### config.mk
export PLATFORM = sky130hd
export DESIGN_NAME = mem_port_arbiter_flat
export DESIGN_NICKNAME = d
export VERILOG_FILES = /design/src/rtl/mem_port_arbiter_if.sv /design/src/rtl/mem_port_arbiter.sv /design/src/flat_wrapper.sv
export SDC_FILE = /design/constraint.sdc
export NUM_CORES = 1
export LEC_CHECK = 0
export CAP_MARGIN = 20
export CORE_UTILIZATION = 40
export CTS_CLUSTER_DIAMETER = 30
export DETAILED_ROUTE_END_ITERATION = 8
export GPL_ROUTABILITY_DRIVEN = 1
export PLACE_DENSITY = 0.89
export SLEW_MARGIN = 10
export SYNTH_ARGS = -nofsm -noshare
export SYNTH_HDL_FRONTEND = slang
export SYNTH_SLANG_ARGS = --single-unit
### constraint.sdc
create_clock -name clk -period 1.55 [get_ports clk]
set_input_delay 0.31 -clock clk [delete_from_list [all_inputs] [get_ports clk]]
set_output_delay 0.31 -clock clk [all_outputs]
set_load 0.02 [all_outputs]
### src/rtl/mem_port_arbiter_if.sv
// mem_port_arbiter_if
// Purpose : bundles the request/response handshakes of the fetch and
//           load/store requesters, the unified memory port, and the
//           arbiter's busy flag.
// Modports: slave  - the arbiter (accepts requests, drives memory port)
//           master - the core/memory side (issues requests, returns rdata)
// Signals : if_req_*/if_resp_*  fetch request and response
//           d_req_*/d_resp_*    load/store request and response
//           mem_*               single-ported memory access
//           busy                arbiter is in ACCESS or RESP
interface mem_port_arbiter_if #(
  parameter int WIDTH = 32
);
  logic             if_req_valid;
  logic             if_req_ready;
  logic [WIDTH-1:0] if_req_addr;
  logic             if_resp_valid;
  logic [WIDTH-1:0] if_resp_data;
  logic             if_resp_err;

  logic             d_req_valid;
  logic             d_req_ready;
  logic [WIDTH-1:0] d_req_addr;
  logic [1:0]       d_req_size;
  logic             d_req_we;
  logic [WIDTH-1:0] d_req_wdata;
  logic             d_resp_valid;
  logic [WIDTH-1:0] d_resp_data;
  logic             d_resp_err;

  logic [WIDTH-1:0] mem_addr;
  logic [1:0]       mem_size;
  logic             mem_we;
  logic [WIDTH-1:0] mem_wdata;
  logic [WIDTH-1:0] mem_rdata;

  logic             busy;

  modport slave (
    input  if_req_valid, if_req_addr,
    input  d_req_valid, d_req_addr, d_req_size, d_req_we, d_req_wdata,
    input  mem_rdata,
    output if_req_ready, if_resp_valid, if_resp_data, if_resp_err,
    output d_req_ready, d_resp_valid, d_resp_data, d_resp_err,
    output mem_addr, mem_size, mem_we, mem_wdata,
    output busy
  );

  modport master (
    output if_req_valid, if_req_addr,
    output d_req_valid, d_req_addr, d_req_size, d_req_we, d_req_wdata,
    output mem_rdata,
    input  if_req_ready, if_resp_valid, if_resp_data, if_resp_err,
    input  d_req_ready, d_resp_valid, d_resp_data, d_resp_err,
    input  mem_addr, mem_size, mem_we, mem_wdata,
    input  busy
  );
endinterface

### src/rtl/mem_port_arbiter.sv
// mem_port_arbiter
// Purpose : shares the single-ported unified memory between the fetch
//           requester and the load/store requester. One request is
//           accepted at a time, the memory is driven for exactly one
//           ACCESS cycle, and a one-cycle response pulse follows in RESP.
// Ports   : clk  - system clock, all state changes on the rising edge
//           rst  - synchronous active-high reset
//           bus  - mem_port_arbiter_if.slave (requests, responses,
//                  memory port, busy)
// Config  : define ARB_ROUND_ROBIN_EN to alternate winners on contention;
//           without it a data request always beats a fetch request.
module mem_port_arbiter #(
  parameter int WIDTH = 32
) (
  input  logic              clk,
  input  logic              rst,
  mem_port_arbiter_if.slave bus
);

  typedef enum logic [1:0] {IDLE, ACCESS, RESP} state_t;

  state_t           state;
  logic             lat_is_data;
  logic             lat_we;
  logic             lat_err;
  logic [1:0]       lat_size;
  logic [WIDTH-1:0] lat_addr;
  logic [WIDTH-1:0] lat_wdata;
  logic [WIDTH-1:0] resp_data;

  logic             in_access;
  logic             in_resp;
  logic             accept_window;
  logic             prefer_d;
  logic             grant_d;
  logic             grant_i;
  logic             d_resp_sel;
  logic             i_resp_sel;

  // Alignment/size legality of a request, evaluated at accept time.
  function automatic logic access_err(input logic [1:0] size, input logic [1:0] addr_lo);
    return (size == 2'b11) ||
           (size == 2'b10 && addr_lo != 2'b00) ||
           (size == 2'b01 && addr_lo[0]);
  endfunction

`ifdef ARB_ROUND_ROBIN_EN
  // last_grant: 1 = data won last, 0 = fetch won last. On contention
  // the requester that did not win last time gets the port.
  logic last_grant;
  assign prefer_d = !last_grant;
`else
  assign prefer_d = 1'b1;
`endif

  assign in_access     = (state == ACCESS);
  assign in_resp       = (state == RESP);
  assign accept_window = !in_access && !rst;

  always_comb begin
    grant_d = accept_window && bus.d_req_valid && (!bus.if_req_valid || prefer_d);
    grant_i = accept_window && bus.if_req_valid && !grant_d;
  end

  assign bus.d_req_ready  = grant_d;
  assign bus.if_req_ready = grant_i;
  assign bus.busy         = (state != IDLE);

  // Memory port carries the latched request only during ACCESS; the write
  // enable is also masked by rst so a reset edge never commits a store.
  assign bus.mem_addr  = in_access ? lat_addr  : '0;
  assign bus.mem_size  = in_access ? lat_size  : 2'b10;
  assign bus.mem_wdata = in_access ? lat_wdata : '0;
  assign bus.mem_we    = in_access && lat_we && !lat_err && !rst;

  assign d_resp_sel        = in_resp && lat_is_data;
  assign i_resp_sel        = in_resp && !lat_is_data;
  assign bus.d_resp_valid  = d_resp_sel;
  assign bus.d_resp_data   = d_resp_sel ? resp_data : '0;
  assign bus.d_resp_err    = d_resp_sel && lat_err;
  assign bus.if_resp_valid = i_resp_sel;
  assign bus.if_resp_data  = i_resp_sel ? resp_data : '0;
  assign bus.if_resp_err   = i_resp_sel && lat_err;

  // Sequencer: accept in IDLE/RESP, one ACCESS cycle, one RESP cycle.
  always_ff @(posedge clk) begin
    if (rst) begin
      state       <= IDLE;
      lat_is_data <= 1'b0;
      lat_we      <= 1'b0;
      lat_err     <= 1'b0;
      lat_size    <= 2'b10;
      lat_addr    <= '0;
      lat_wdata   <= '0;
      resp_data   <= '0;
`ifdef ARB_ROUND_ROBIN_EN
      last_grant  <= 1'b0;
`endif
    end else begin
      case (state)
        IDLE, RESP: begin
          if (grant_d) begin
            lat_is_data <= 1'b1;
            lat_addr    <= bus.d_req_addr;
            lat_size    <= bus.d_req_size;
            lat_we      <= bus.d_req_we;
            lat_wdata   <= bus.d_req_wdata;
            lat_err     <= access_err(bus.d_req_size, bus.d_req_addr[1:0]);
            state       <= ACCESS;
`ifdef ARB_ROUND_ROBIN_EN
            last_grant  <= 1'b1;
`endif
          end else if (grant_i) begin
            lat_is_data <= 1'b0;
            lat_addr    <= bus.if_req_addr;
            lat_size    <= 2'b10;
            lat_we      <= 1'b0;
            lat_wdata   <= '0;
            lat_err     <= access_err(2'b10, bus.if_req_addr[1:0]);
            state       <= ACCESS;
`ifdef ARB_ROUND_ROBIN_EN
            last_grant  <= 1'b0;
`endif
          end else begin
            state <= IDLE;
          end
        end
        ACCESS: begin
          // Stores and rejected requests return zero data.
          resp_data <= (lat_we || lat_err) ? '0 : bus.mem_rdata;
          state     <= RESP;
        end
        default: state <= IDLE;
      endcase
    end
  end

endmodule

### src/flat_wrapper.sv
// flat-port wrapper written by rule: the top's interface ports become plain ports
module mem_port_arbiter_flat 
#(
  parameter int WIDTH = 32
)
  (clk, rst, bus_if_req_valid, bus_if_req_addr, bus_d_req_valid, bus_d_req_addr, bus_d_req_size, bus_d_req_we, bus_d_req_wdata, bus_mem_rdata, bus_if_req_ready, bus_if_resp_valid, bus_if_resp_data, bus_if_resp_err, bus_d_req_ready, bus_d_resp_valid, bus_d_resp_data, bus_d_resp_err, bus_mem_addr, bus_mem_size, bus_mem_we, bus_mem_wdata, bus_busy);
  mem_port_arbiter_if #(.WIDTH(WIDTH)) bus_i ();
  input  logic clk;
  input  logic rst;
  input wire logic [$bits(bus_i.if_req_valid)-1:0] bus_if_req_valid;
  input wire logic [$bits(bus_i.if_req_addr)-1:0] bus_if_req_addr;
  input wire logic [$bits(bus_i.d_req_valid)-1:0] bus_d_req_valid;
  input wire logic [$bits(bus_i.d_req_addr)-1:0] bus_d_req_addr;
  input wire logic [$bits(bus_i.d_req_size)-1:0] bus_d_req_size;
  input wire logic [$bits(bus_i.d_req_we)-1:0] bus_d_req_we;
  input wire logic [$bits(bus_i.d_req_wdata)-1:0] bus_d_req_wdata;
  input wire logic [$bits(bus_i.mem_rdata)-1:0] bus_mem_rdata;
  output wire logic [$bits(bus_i.if_req_ready)-1:0] bus_if_req_ready;
  output wire logic [$bits(bus_i.if_resp_valid)-1:0] bus_if_resp_valid;
  output wire logic [$bits(bus_i.if_resp_data)-1:0] bus_if_resp_data;
  output wire logic [$bits(bus_i.if_resp_err)-1:0] bus_if_resp_err;
  output wire logic [$bits(bus_i.d_req_ready)-1:0] bus_d_req_ready;
  output wire logic [$bits(bus_i.d_resp_valid)-1:0] bus_d_resp_valid;
  output wire logic [$bits(bus_i.d_resp_data)-1:0] bus_d_resp_data;
  output wire logic [$bits(bus_i.d_resp_err)-1:0] bus_d_resp_err;
  output wire logic [$bits(bus_i.mem_addr)-1:0] bus_mem_addr;
  output wire logic [$bits(bus_i.mem_size)-1:0] bus_mem_size;
  output wire logic [$bits(bus_i.mem_we)-1:0] bus_mem_we;
  output wire logic [$bits(bus_i.mem_wdata)-1:0] bus_mem_wdata;
  output wire logic [$bits(bus_i.busy)-1:0] bus_busy;
  assign bus_i.if_req_valid = bus_if_req_valid;
  assign bus_i.if_req_addr = bus_if_req_addr;
  assign bus_i.d_req_valid = bus_d_req_valid;
  assign bus_i.d_req_addr = bus_d_req_addr;
  assign bus_i.d_req_size = bus_d_req_size;
  assign bus_i.d_req_we = bus_d_req_we;
  assign bus_i.d_req_wdata = bus_d_req_wdata;
  assign bus_i.mem_rdata = bus_mem_rdata;
  assign bus_if_req_ready = bus_i.if_req_ready;
  assign bus_if_resp_valid = bus_i.if_resp_valid;
  assign bus_if_resp_data = bus_i.if_resp_data;
  assign bus_if_resp_err = bus_i.if_resp_err;
  assign bus_d_req_ready = bus_i.d_req_ready;
  assign bus_d_resp_valid = bus_i.d_resp_valid;
  assign bus_d_resp_data = bus_i.d_resp_data;
  assign bus_d_resp_err = bus_i.d_resp_err;
  assign bus_mem_addr = bus_i.mem_addr;
  assign bus_mem_size = bus_i.mem_size;
  assign bus_mem_we = bus_i.mem_we;
  assign bus_mem_wdata = bus_i.mem_wdata;
  assign bus_busy = bus_i.busy;
  mem_port_arbiter #(.WIDTH(WIDTH)) u_core (.clk(clk), .rst(rst), .bus(bus_i));
endmodule
# Word level (Yosys, flattened, before mapping)
# Index checks and enable logic that the tools add are counted.
dict set report op_classes {
  n_reduce_logical 28
  muxes 20
  eq_ne 5
}
# operator count
set ops {}
lappend ops {{$mux 32} 9}
lappend ops {{$logic_and 1x1->1} 13}
lappend ops {{$mux 2} 4}
lappend ops {{$reduce_bool 2->1} 4}
lappend ops {{$eq 2x2->1 const B} 3}
lappend ops {{$mux 1} 6}
lappend ops {{$logic_not 1->1} 5}
lappend ops {{$eq 2x1->1 const B} 2}
lappend ops {{$pmux 2 s2} 1}
lappend ops {{$logic_or 1x1->1} 3}
lappend ops {{$logic_not 2->1} 1}
lappend ops {{$reduce_and 2->1} 1}
lappend ops {{$reduce_or 2->1} 1}
dict set report word_totals {
  reg_bits 103
  word_cells 61
  inputBits 135
  out_inout_bits 138
}

# Longest topological paths before layout
# Gate-level depths: netlist of the first run.
dict set report depth {
  depth_word 9
  mapped_depth 6
  ltp_nobuf 3
}

# Worst setup path before layout of the first run
# Ideal clock, no wire load.
dict set report synth_path {
  path_type {flip-flop to output port}
  from {reg u_core.state[0]}
  to {out bus_if_req_ready}
  arrival_time_ns 1.610
  setup_slack_ns -0.370
  required_ns 1.240
  path_buffers 3
  path_stages_with_launch 6
  path_cell_list {dfxtp_1 -> buf_6 -> and2b_1 -> buf_6 -> buf_2 -> nor4b_1}
}
dict set report synth_between {
  elab_chain_len 6
  elab_cells_between_ends 7
  cone_classes {1 x eq/ne; 6 x reduce/logical}
}
# element line
set synth_lines {}
lappend synth_lines {{from (decl)} mem_port_arbiter.sv:22} ;# state_t state;
lappend synth_lines {{from (signal assigned)} mem_port_arbiter.sv:88} ;# state <= IDLE;
lappend synth_lines {{from (signal assigned)} mem_port_arbiter.sv:109} ;# state <= ACCESS;
lappend synth_lines {{from (signal assigned)} mem_port_arbiter.sv:120} ;# state <= ACCESS;
lappend synth_lines {{$eq 2x1->1 *} mem_port_arbiter.sv:56} ;# assign in_access = (state == ACCESS);
lappend synth_lines {{$logic_not 1->1 *} mem_port_arbiter.sv:58} ;# assign accept_window = !in_access && !rst;
lappend synth_lines {{$logic_and 1x1->1 *} mem_port_arbiter.sv:58}
lappend synth_lines {{$logic_and 1x1->1} mem_port_arbiter.sv:61} ;# grant_d = accept_window && bus.d_req_valid && (!bus.if_req_valid || prefer_d);
lappend synth_lines {{$logic_not 1->1} mem_port_arbiter.sv:62} ;# grant_i = accept_window && bus.if_req_valid && !grant_d;
lappend synth_lines {{$logic_and 1x1->1 *} mem_port_arbiter.sv:62}
lappend synth_lines {{to (decl)} flat_wrapper.sv:18} ;# output wire logic [$bits(bus_i.if_req_ready)-1:0] bus_if_req_ready;
# Mark *: on every way between the ends. The rest lies on a longest branch, timed or not.

# Worst setup path in the final report of the first run
dict set report layout_path {
  from {reg u_core.state[1]}
  to {out bus_mem_addr[8]}
}
dict set report layout_between {
  elab_chain_len 2
}
# element line
set layout_lines {}
lappend layout_lines {{$eq 2x1->1} mem_port_arbiter.sv:56}
lappend layout_lines {{$mux 32} mem_port_arbiter.sv:71} ;# assign bus.mem_addr = in_access ? lat_addr : '0;
lappend layout_lines {{to (decl)} flat_wrapper.sv:26} ;# output wire logic [$bits(bus_i.mem_addr)-1:0] bus_mem_addr;
# No other way between the ends.

==> summary.md, run 1 <==
| Metric | Value |
|---|---|
| Sort of element at the start of the critical path | `flop` |
| First-pass GRT wire length | `28.4 mm` |
| Number of max-cap violations | `0` |
| Endpoint kind of the worst setup timing path | `output pin` |
| Net count, final | `1,015` |
| Worst Max-Slew Pin Slew | `0.449 ns` |
| CTS H-Tree Depth | `3` |
| Detailed placement HPWL | `12.1 mm` |
| I/O Pins | `273` |
| Peak Freq | `0.521 GHz` |
| Clock network fraction of total power | `0.344` |
| Core outline area | `13,300 µm²` |
| Detail Route Antenna Nets | `0` |
| Hold Path Cell Cnt | `3` |
| Die X-Extent | `119 µm` |
| Clock tree from TritonCTS | `yes` |
| Routed WL | `20.2 mm` |
| Count of port buffers added during placement | `272` |
| CTS root buf | `clkbuf_16` |
| Sequential cell area fraction in the yosys report | `0.375` |
| Wire per inst | `19.0 µm` |
| Arrival time worst endpoint | `1.61 ns` |
| Filler cells | `981` |
| Mapped Area | `5500 µm²` |
| CTS Buffer Depth | `2` |
| Cell occurring most often along the worst timing path | `buf_12` |
| Maximum number of pins on one net before global-route repair | `66` |
| Number of buffers created by CTS | `9` |
| Number of remaining DRC errors | `0` |
| Flop pwr share | `0.407` |
| Class of the tightest hold or removal check | `input pin to flop` |
| Total inserted antenna cells | `0` |
| Crit path time final | `1.92 ns` |
| Synth Warn # | `0` |
| Final period util | `1.24` |
| Cell-by-cell listing of the critical path | `and2b_4 -> buf_12 -> buf_8 -> buf_12 -> and2_4 -> buf_6` |
| Number of global-route vias before repair | `5,462` |
| Worst VDD drop | `0.503 mV` |
| Pint | `5.21 mW` |
| Post-layout total power | `7.18 mW` |
| Req. time, crit path | `1.24 ns` |
| Area of all placed cells without fillers | `9530 µm²` |
| Area enclosed by the die boundary | `14,200 µm²` |
| Path type of the worst setup path | `flop to output pin` |
| TritonCTS sink count | `103` |
| Worst Reg2Reg Path Length in Cells | `9` |
| Status | `finished, violations left` |
| Pre-Repair DR Iteration Count | `5` |
| Sw Ratio | `0.275` |
| Worst-case setup margin in the final layout | `-0.369 ns` |
| Sw Pwr | `1.98 mW` |
| GRT Residual Overflow | `0` |
| Initial detailed-routing violation count | `339` |
| Slowest cell on the critical path | `dfxtp_2` |
| Row count | `42` |
| Power share of the combinational group | `0.249` |
| Leak | `3.83 nW` |
| Multi-input gate area in the final layout | `3200 µm²` |
| Initial antenna violation count | `0` |
| Post-cts hold buffer count | `0` |
| Utilization after layout | `0.714` |
| Number of library cell types mapped by synthesis | `41` |
| Fin cells | `1,061` |
| Total power per unit cell area | `754 nW/µm²` |
| Net Count, Synth | `728` |
| Clock transition at the register clock pins on the worst setup and hold paths after CTS | `0.07 ns` |
| Synthesized area per cell | `9.28 µm²` |
| Delay of the slowest cell on the worst path | `0.33 ns` |
| Layout cell share with drive strength beyond 1 | `0.420` |
| Pins Over Slew Limit | `0` |
| Cell count after placement | `1,010` |
| Global router's overall resource usage | `0.253` |
| Area used by sequential logic in the layout | `2070 µm²` |
| Final worst clock skew | `0.00673 ns` |
| Placed inst area | `8370 µm²` |
| Sum of negative setup slack | `-45.77 ns` |
| Layout overhead on the synthesized area | `73.2%` |
| Later-pin clock latency in the skew report | `0.35 ns` |
| Flip-flop and latch count after synthesis | `103` |
| Number of instances in the synthesized netlist | `593` |
| Final hold violation count | `0` |
| Setup repair after global routing missed its margin | `yes` |
| Via density per instance | `5.43` |
| Dpl ws | `-0.503 ns` |
| Final setup violation count | `181` |
| Die Height | `119 µm` |
| Largest fanout on the critical path | `7` |
| Worst hold slack | `0.446 ns` |
| Via count | `5,756` |
| Worst-case headroom to the max-slew limit | `0.701` |
| Failing checks | `negative setup slack` |
| Initial cell density of the core | `0.412` |
| Routability congestion estimate from global placement | `0.863` |
-- synth_stat cells, drive strengths merged --
| cell type | count | share of area |
|---|---|---|
| nor4b | 2 | 0.0032 |
| o211a | 1 | 0.0018 |
| nand2 | 35 | 0.024 |
| and3b | 1 | 0.0016 |
| and2 | 131 | 0.15 |
| inv | 1 | 0.00068 |
| nand3 | 32 | 0.055 |
| nor2 | 7 | 0.010 |
| nor2b | 2 | 0.0027 |
| o21ai | 69 | 0.063 |
| a22o | 32 | 0.051 |
| dfxtp | 103 | 0.37 |
| or2 | 3 | 0.0034 |
| nand2b | 3 | 0.0039 |
| nor4 | 1 | 0.0039 |
| a311oi | 32 | 0.084 |
| a31o | 1 | 0.0016 |
| clkbuf | 36 | 0.044 |
| and2b | 1 | 0.0014 |
| nor3 | 1 | 0.00091 |
| nor3b | 2 | 0.0057 |
| buf | 27 | 0.051 |
| o211ai | 1 | 0.0014 |
| a21oi | 69 | 0.063 |
-- power by group through the flow --
stage / registers [mW] / clock network (mW) / logic, mW
floorplan: 2.93 / 0 / 0.795
global placement: 2.96 / 0 / 1.39
detailed placement: 2.97 / 0 / 1.42
CTS: 2.91 / 2.50 / 1.61
global route: 2.94 / 2.62 / 1.90
finish: 2.92 / 2.47 / 1.79
-- registers in the layout (all words and copies together) (netlist names) --
register	flops
u_core.lat_addr	32
u_core.lat_err	1
u_core.lat_is_data	1
u_core.lat_size	2
u_core.lat_wdata	32
u_core.lat_we	1
u_core.resp_data	32
u_core.state	2
-- layout make-up --
type	instances	area share
Clock buffer	9	0.0236
Timing Repair Buffer	338	0.390
Sequential cell	103	0.217
Inverter	1	0.000394
Clock inverter	7	0.00998
Multi-Input combinational cell	427	0.336
Tap cell	176	0.0231
-- critical path, delay by kind of cell (launching register included) --
family / cells / cell delay [ns]
buffers and inverters: 4 / 0.50
AND/OR/NAND/NOR: 2 / 0.43
flip-flops: 1 / 0.33
-- placed cells by master (no fill, tap or decap), types with 2 or more instances in the layout --
cell             netlist  final
bufinv_16              0      2
a22o_1                32     32
nor2_1                 3      2
o21ai_0               59     43
dfxtp_1              103    100
o21ai_2                0     13
nand2_1               35     35
buf_8                  1      3
a21oi_1               69     69
buf_12                 3     19
nand3_1                3      3
o21ai_1               10     12
clkdlybuf4s15_2        0      9
a311oi_1               3      3
nor2_4                 1      4
buf_4                  8     44
dfxtp_2                0      3
buf_16                 0      5
and2_4                 0     57
a311oi_2              29     29
and2_1               131     74
buf_2                  4     15
nor4b_4                0      2
inv_6                  0      2
clkbuf_16              0     15
nor3b_4                1      2
nand3_2               29     29
nand2b_2               1      2
clkinv_2               0      2
clkdlybuf4s50_1        0    132
buf_6                 11    103
-- logic make-up after synthesis --
kind of cell / synth area share
simple gates: 0.265
buf+inv: 0.0951
flops: 0.375
compound gates: 0.265
-- worst paths after layout --
kind                                            to  slack [ns]                from
worst max-delay path               bus_mem_addr[8]       -0.37     u_core.state[1]
worst max register to register  u_core.lat_addr[1]       -0.18     u_core.state[1]
worst min-delay path            u_core.lat_is_data        0.45                 rst
worst min register to register  u_core.lat_size[0]        0.47  u_core.lat_size[0]
-- repair_timing --
item	in CTS	in global routing
resized for setup	709	151
gates cloned	6	11
buffers inserted	12	10
setup endpoints to repair	173	234
pin swaps	30	66
-- layer usage --
layer,up-vias,share of wire,GRT usage
met1,2740,0.37,0.291
met3,61,0.077,0.0603
li1,2667,-,-
met2,288,0.52,0.448
met4,0,0.035,0.0989
met5,-,0,0
No activity file was read; power rests on OpenSTA's default activity.
==> run 2: changes to the inputs <==
CAP_MARGIN = not set   (was 20)
GPL_TIMING_DRIVEN = 0   (was not set)
clock period = 2 ns   (was 1.55 ns; I/O delays follow)
==> run 2 against run 1 <==
Effect of this change: the run still ends with negative setup slack left; hold slack better by 0.028 ns; final cell count is 1.3% higher; clock power is 27% lower; clock-buffer cell count is 2 higher; cell area is 5.3% lower; clock skew is 0.00080 ns lower; via count is 1.9% lower; sequential share of layout area is 1.3 points higher; sequential cell count stayed put.
==> summary.md, run 2 (same netlist as run 1, synthesis figures left out) <==
| Metric | Value |
|---|---|
| TritonCTS sink count | `103 (unchanged)` |
| Final hold violation count | `0 (unchanged)` |
| Largest fanout on the critical path | `6 (-1)` |
| Req. time, crit path | `1.60 ns (+0.36 ns)` |
| Area enclosed by the die boundary | `14,200 µm² (unchanged)` |
| Dpl ws | `-0.762 ns (-0.259 ns)` |
| Worst-case headroom to the max-slew limit | `0.593 (-0.108)` |
| Initial antenna violation count | `0 (unchanged)` |
| Setup repair after global routing missed its margin | `yes` |
| Worst VDD drop | `0.388 mV (-23%)` |
| Detail Route Antenna Nets | `0 (unchanged)` |
| Area of all placed cells without fillers | `9020 µm² (-5.3%)` |
| Detailed placement HPWL | `13.6 mm (+12%)` |
| Later-pin clock latency in the skew report | `0.35 ns (about the same)` |
| Die Height | `119 µm (unchanged)` |
| Final period util | `1.03` |
| Die X-Extent | `119 µm (unchanged)` |
| Via count | `5,648 (-1.9%)` |
| Net count, final | `1,029 (+1.4%)` |
| Layout overhead on the synthesized area | `64.0%` |
| Cell count after placement | `1,041 (+3.1%)` |
| Fin cells | `1,075 (+1.3%)` |
| Failing checks | `negative setup slack` |
| First-pass GRT wire length | `28.2 mm (-0.73%)` |
| CTS root buf | `clkbuf_16` |
| Number of global-route vias before repair | `5,483 (+0.38%)` |
| Layout cell share with drive strength beyond 1 | `0.387 (-0.0332)` |
| Crit path time final | `2.06 ns` |
| Initial cell density of the core | `0.412 (unchanged)` |
| Pins Over Slew Limit | `0 (unchanged)` |
| Worst-case setup margin in the final layout | `-0.0566 ns (+0.312 ns)` |
| Worst Max-Slew Pin Slew | `0.611 ns (+0.163 ns)` |
| CTS Buffer Depth | `2 (unchanged)` |
| Leak | `3.74 nW (-2.1%)` |
| I/O Pins | `273 (unchanged)` |
| Placed inst area | `8450 µm² (+0.94%)` |
| Filler cells | `1,088 (+11%)` |
| Clock tree from TritonCTS | `yes` |
| Core outline area | `13,300 µm² (unchanged)` |
| Count of port buffers added during placement | `272 (unchanged)` |
| Registers with the most flip-flops | `u_core.lat_addr (32), u_core.lat_wdata (32), u_core.resp_data (32)` |
| Routability congestion estimate from global placement | `0.837 (-2.9%)` |
| Class of the tightest hold or removal check | `flop to flop` |
| Maximum number of pins on one net before global-route repair | `18 (-73%)` |
| Number of max-cap violations | `0 (unchanged)` |
| Routed WL | `18.6 mm (-8.0%)` |
| GRT Residual Overflow | `0 (unchanged)` |
| Sum of negative setup slack | `-0.804 ns (+44.97 ns)` |
| Final worst clock skew | `0.00593 ns (-0.000796 ns)` |
| Status | `finished, violations left` |
| Sort of element at the start of the critical path | `flop` |
| Row count | `42 (unchanged)` |
| Via density per instance | `5.25 (-3.2%)` |
| Number of remaining DRC errors | `0 (unchanged)` |
| Path type of the worst setup path | `flop to output pin` |
| Worst Reg2Reg Path Length in Cells | `7 (-2)` |
| Arrival time worst endpoint | `1.66 ns (+0.05 ns)` |
| Total power per unit cell area | `588 nW/µm² (-22%)` |
| Most frequent standard cell in the layout excluding fill and tap cells | `clkdlybuf4s50_1` |
| Final setup violation count | `27 (-85%)` |
| Initial detailed-routing violation count | `322 (-5.0%)` |
| Peak Freq | `0.486 GHz` |
| Top library cells by usage in the layout, fill and taps aside | `132 x clkdlybuf4s50_1, 101 x dfxtp_1, 81 x and2_1` |
| Wire per inst | `17.3 µm (-9.2%)` |
| Hold Path Cell Cnt | `2 (-1)` |
| Endpoint kind of the worst setup timing path | `output pin` |
| Clock transition at the register clock pins on the worst setup and hold paths after CTS | `0.07 ns (about the same)` |
| Number of buffers created by CTS | `9 (unchanged)` |
| Total inserted antenna cells | `0 (unchanged)` |
| Global router's overall resource usage | `0.253 (about the same)` |
| Pre-Repair DR Iteration Count | `5 (unchanged)` |
| Post-cts hold buffer count | `0 (unchanged)` |
| CTS H-Tree Depth | `3 (unchanged)` |
[run 2: metal layers]
metal / wire, µm / track usage
met5: 0 / 0
met1: 7240 / 0.289
met3: 1240 / 0.0508
met2: 9370 / 0.448
met4: 736 / 0.122
[run 2: metrics by stage]
stage	utilization	hold slack (ns)	power, mW
3_5_place_dp	0.633	0.463	3.41
5_1_grt	0.676	0.493	5.50
2_1_floorplan	-	0.449	2.88
3_3_place_gp	0.633	0.455	3.39
4_1_cts	0.662	0.473	5.27
6_report	0.676	0.474	5.30
[run 2: final timing paths]
kind                                           from                   to  slack, ns
worst max-delay path                u_core.state[1]     bus_mem_addr[23]      -0.06
worst min-delay path            u_core.lat_wdata[2]  u_core.lat_wdata[2]       0.47
worst max register to register      u_core.state[0]  u_core.resp_data[4]       0.21
worst min register to register  u_core.lat_wdata[2]  u_core.lat_wdata[2]       0.47
[run 2: worst max-delay path, stage by stage, from the launching register on]
cell and delay [ns]:
dfxtp_4 0.38, and2b_2 0.26, buf_8 0.15, buf_8 0.13, buf_12 0.13, and2_4 0.14, buf_6 0.12
[run 2: what timing repair did]
| item | CTS | global route |
|---|---|---|
| buffers inserted | 16 | 3 |
| pin swaps | 0 | 25 |
| endpoints found under the setup margin | 138 | 137 |
| cloned | 4 | 0 |
| resized for setup | 706 | 92 |
[run 2: layout make-up]
| cell class | instances | area (µm²) | share of cell area |
|---|---|---|---|
| clock buffers | 11 | 243 | 0.0269 |
| plain buffers | 59 | 618 | 0.0685 |
| repair buffers | 294 | 2710 | 0.300 |
| inverters | 1 | 3.75 | 0.000416 |
| multi-input cells | 426 | 3100 | 0.344 |
| well taps | 176 | 220 | 0.0244 |
| clock inverters | 5 | 57.6 | 0.00638 |
| flip-flops and latches | 103 | 2070 | 0.229 |
[run 2: report_power, final]
group	internal (mW)	switching (mW)	total [mW]	leakage, nW
Combinational	0.673	0.570	1.24	2.76
Clock	1.00	0.794	1.80	0.138
Sequential	2.18	0.0837	2.26	0.845
==> RTL edit, RTL diff (config.mk and constraints of run 2) <==
The option `ARB_ROUND_ROBIN_EN` is turned on by a define.
--- a/src/rtl/mem_port_arbiter.sv
+++ b/src/rtl/mem_port_arbiter.sv
@@ -10,4 +10,6 @@
 // Config  : define ARB_ROUND_ROBIN_EN to alternate winners on contention;
 //           without it a data request always beats a fetch request.
+`define ARB_ROUND_ROBIN_EN
+
 module mem_port_arbiter #(
   parameter int WIDTH = 32
Check against the original RTL: not equivalent (Yosys sat finds a counterexample within 4 cycles, from zero or initial values and one cycle with rst high).
==> RTL edit against run 2 <==
Highest routed layer unchanged; largest cell class unchanged; worst setup slack improved by 86 ps; area after synthesis decreased by 7.4%; sequential cell count unchanged; cell area decreased by 8.4%; hold slack got worse by 3.7 ps; non-clock buffer count increased by 3; power decreased by 1.4%; critical path type unchanged; wire length increased by 3.7%.
==> RTL edit: results (changes against run 2) <==
* Status: finished, final reports clean (was complete, but fails checks)
* Signed area change from the synthesized netlist to the final layout at 62.1% (was 64.0%)
* Number of buffers outside the clock class in the layout at 356 (was 353)
* Total Routing Usage GR at 28.0% (was 25.3%)
* Inverter count at 3 (was 1)
* Worst hold endpoint: u_core.lat_wdata[21] (was u_core.lat_wdata[2])
* Post-synthesis average cell area at 8.41 um2 (was 9.28 um2)
* Average wire per standard cell at 18.0 um (was 17.3 um)
* End of the worst register-to-register path: u_core.lat_addr[0] (was u_core.resp_data[4])
* Via density per instance at 5.48 (was 5.25)
* Leak Pwr at 0.00349 uW (was 0.00374 uW)
* DRC violation total after the first TritonRoute iteration at 312 (was 322)
* Buffers on Ports at 271 (was 272)
* Met2 Use GR at 51.0% (was 44.8%)
* Worst VDD drop at 0.462 mV (was 0.388 mV)
* WL met1 at 7520 um (was 7240 um)
* Final Hold Slack at 470 ps (was 474 ps)
* Maximum number of pins on one net before global-route repair at 17 (was 18)
* Critical Path AT at 1570 ps (was 1660 ps)
* Sequential cell area fraction in the yosys report at 40.5% (was 37.5%)
* Clock buffers and inverters, area share at 3.80% (was 3.33%)
* Largest clock skew in the final design at 7.62 ps (was 5.93 ps)
* Met3 Wirelength at 1490 um (was 1240 um)
* Combined area of the multi-input logic cells at 2800 um2 (was 3100 um2)
* Via count of the first global-routing pass at 5590 (was 5483)
* Fraction of final layout cells with drive strength greater than 1 at 26.1% (was 38.7%)
* Grt met3 use at 6.43% (was 5.08%)
* Number of iterations in the first detailed-routing pass at 8 (was 5)
* Buffer count from post-CTS setup fixing at 12 (was 16)
* Net count after synthesis at 741 (was 728)
* Number of standard-cell rows in the floorplan at 40 (was 42)
* Ranking of synthesized cells by area: dfxtp_1, and2_1, a21oi_1 (was dfxtp_1, and2_1, a311oi_2)
RTL edit: cell types whose count changed after synthesis, moves of 10 or more:
cell	before	now
nand2_1	35	2
nand4_1	0	32
o31ai_1	0	32
nand3_1	3	34
a311oi_1	3	32
a311oi_2	29	0
nand3_2	29	0
clkbuf_1	19	44
buf_2	4	28
o21ai_0	59	36
buf_6	11	1
o21ai_1	10	0
RTL edit: cells by family (layout without fill, tap and decap cells):
logic type | count (synthesis) | after routing | synth area share (%)
AND/OR/NAND/NOR | 219 | 219 | 25.9
AO/OA/AOI/OAI | 207 | 207 | 27.1
flip-flops | 103 | 103 | 40.5
buffers and inverters | 77 | 375 | 6.51
RTL edit: power by group through the flow:
stage / clock network, uW / registers [uW] / logic (uW)
after global routing: 1990 / 2270 / 1160
after global placement: 0 / 2290 / 996
after CTS: 1900 / 2250 / 1040
after detailed placement: 0 / 2290 / 1010
after floorplan: 0 / 2260 / 506
final: 1890 / 2250 / 1090
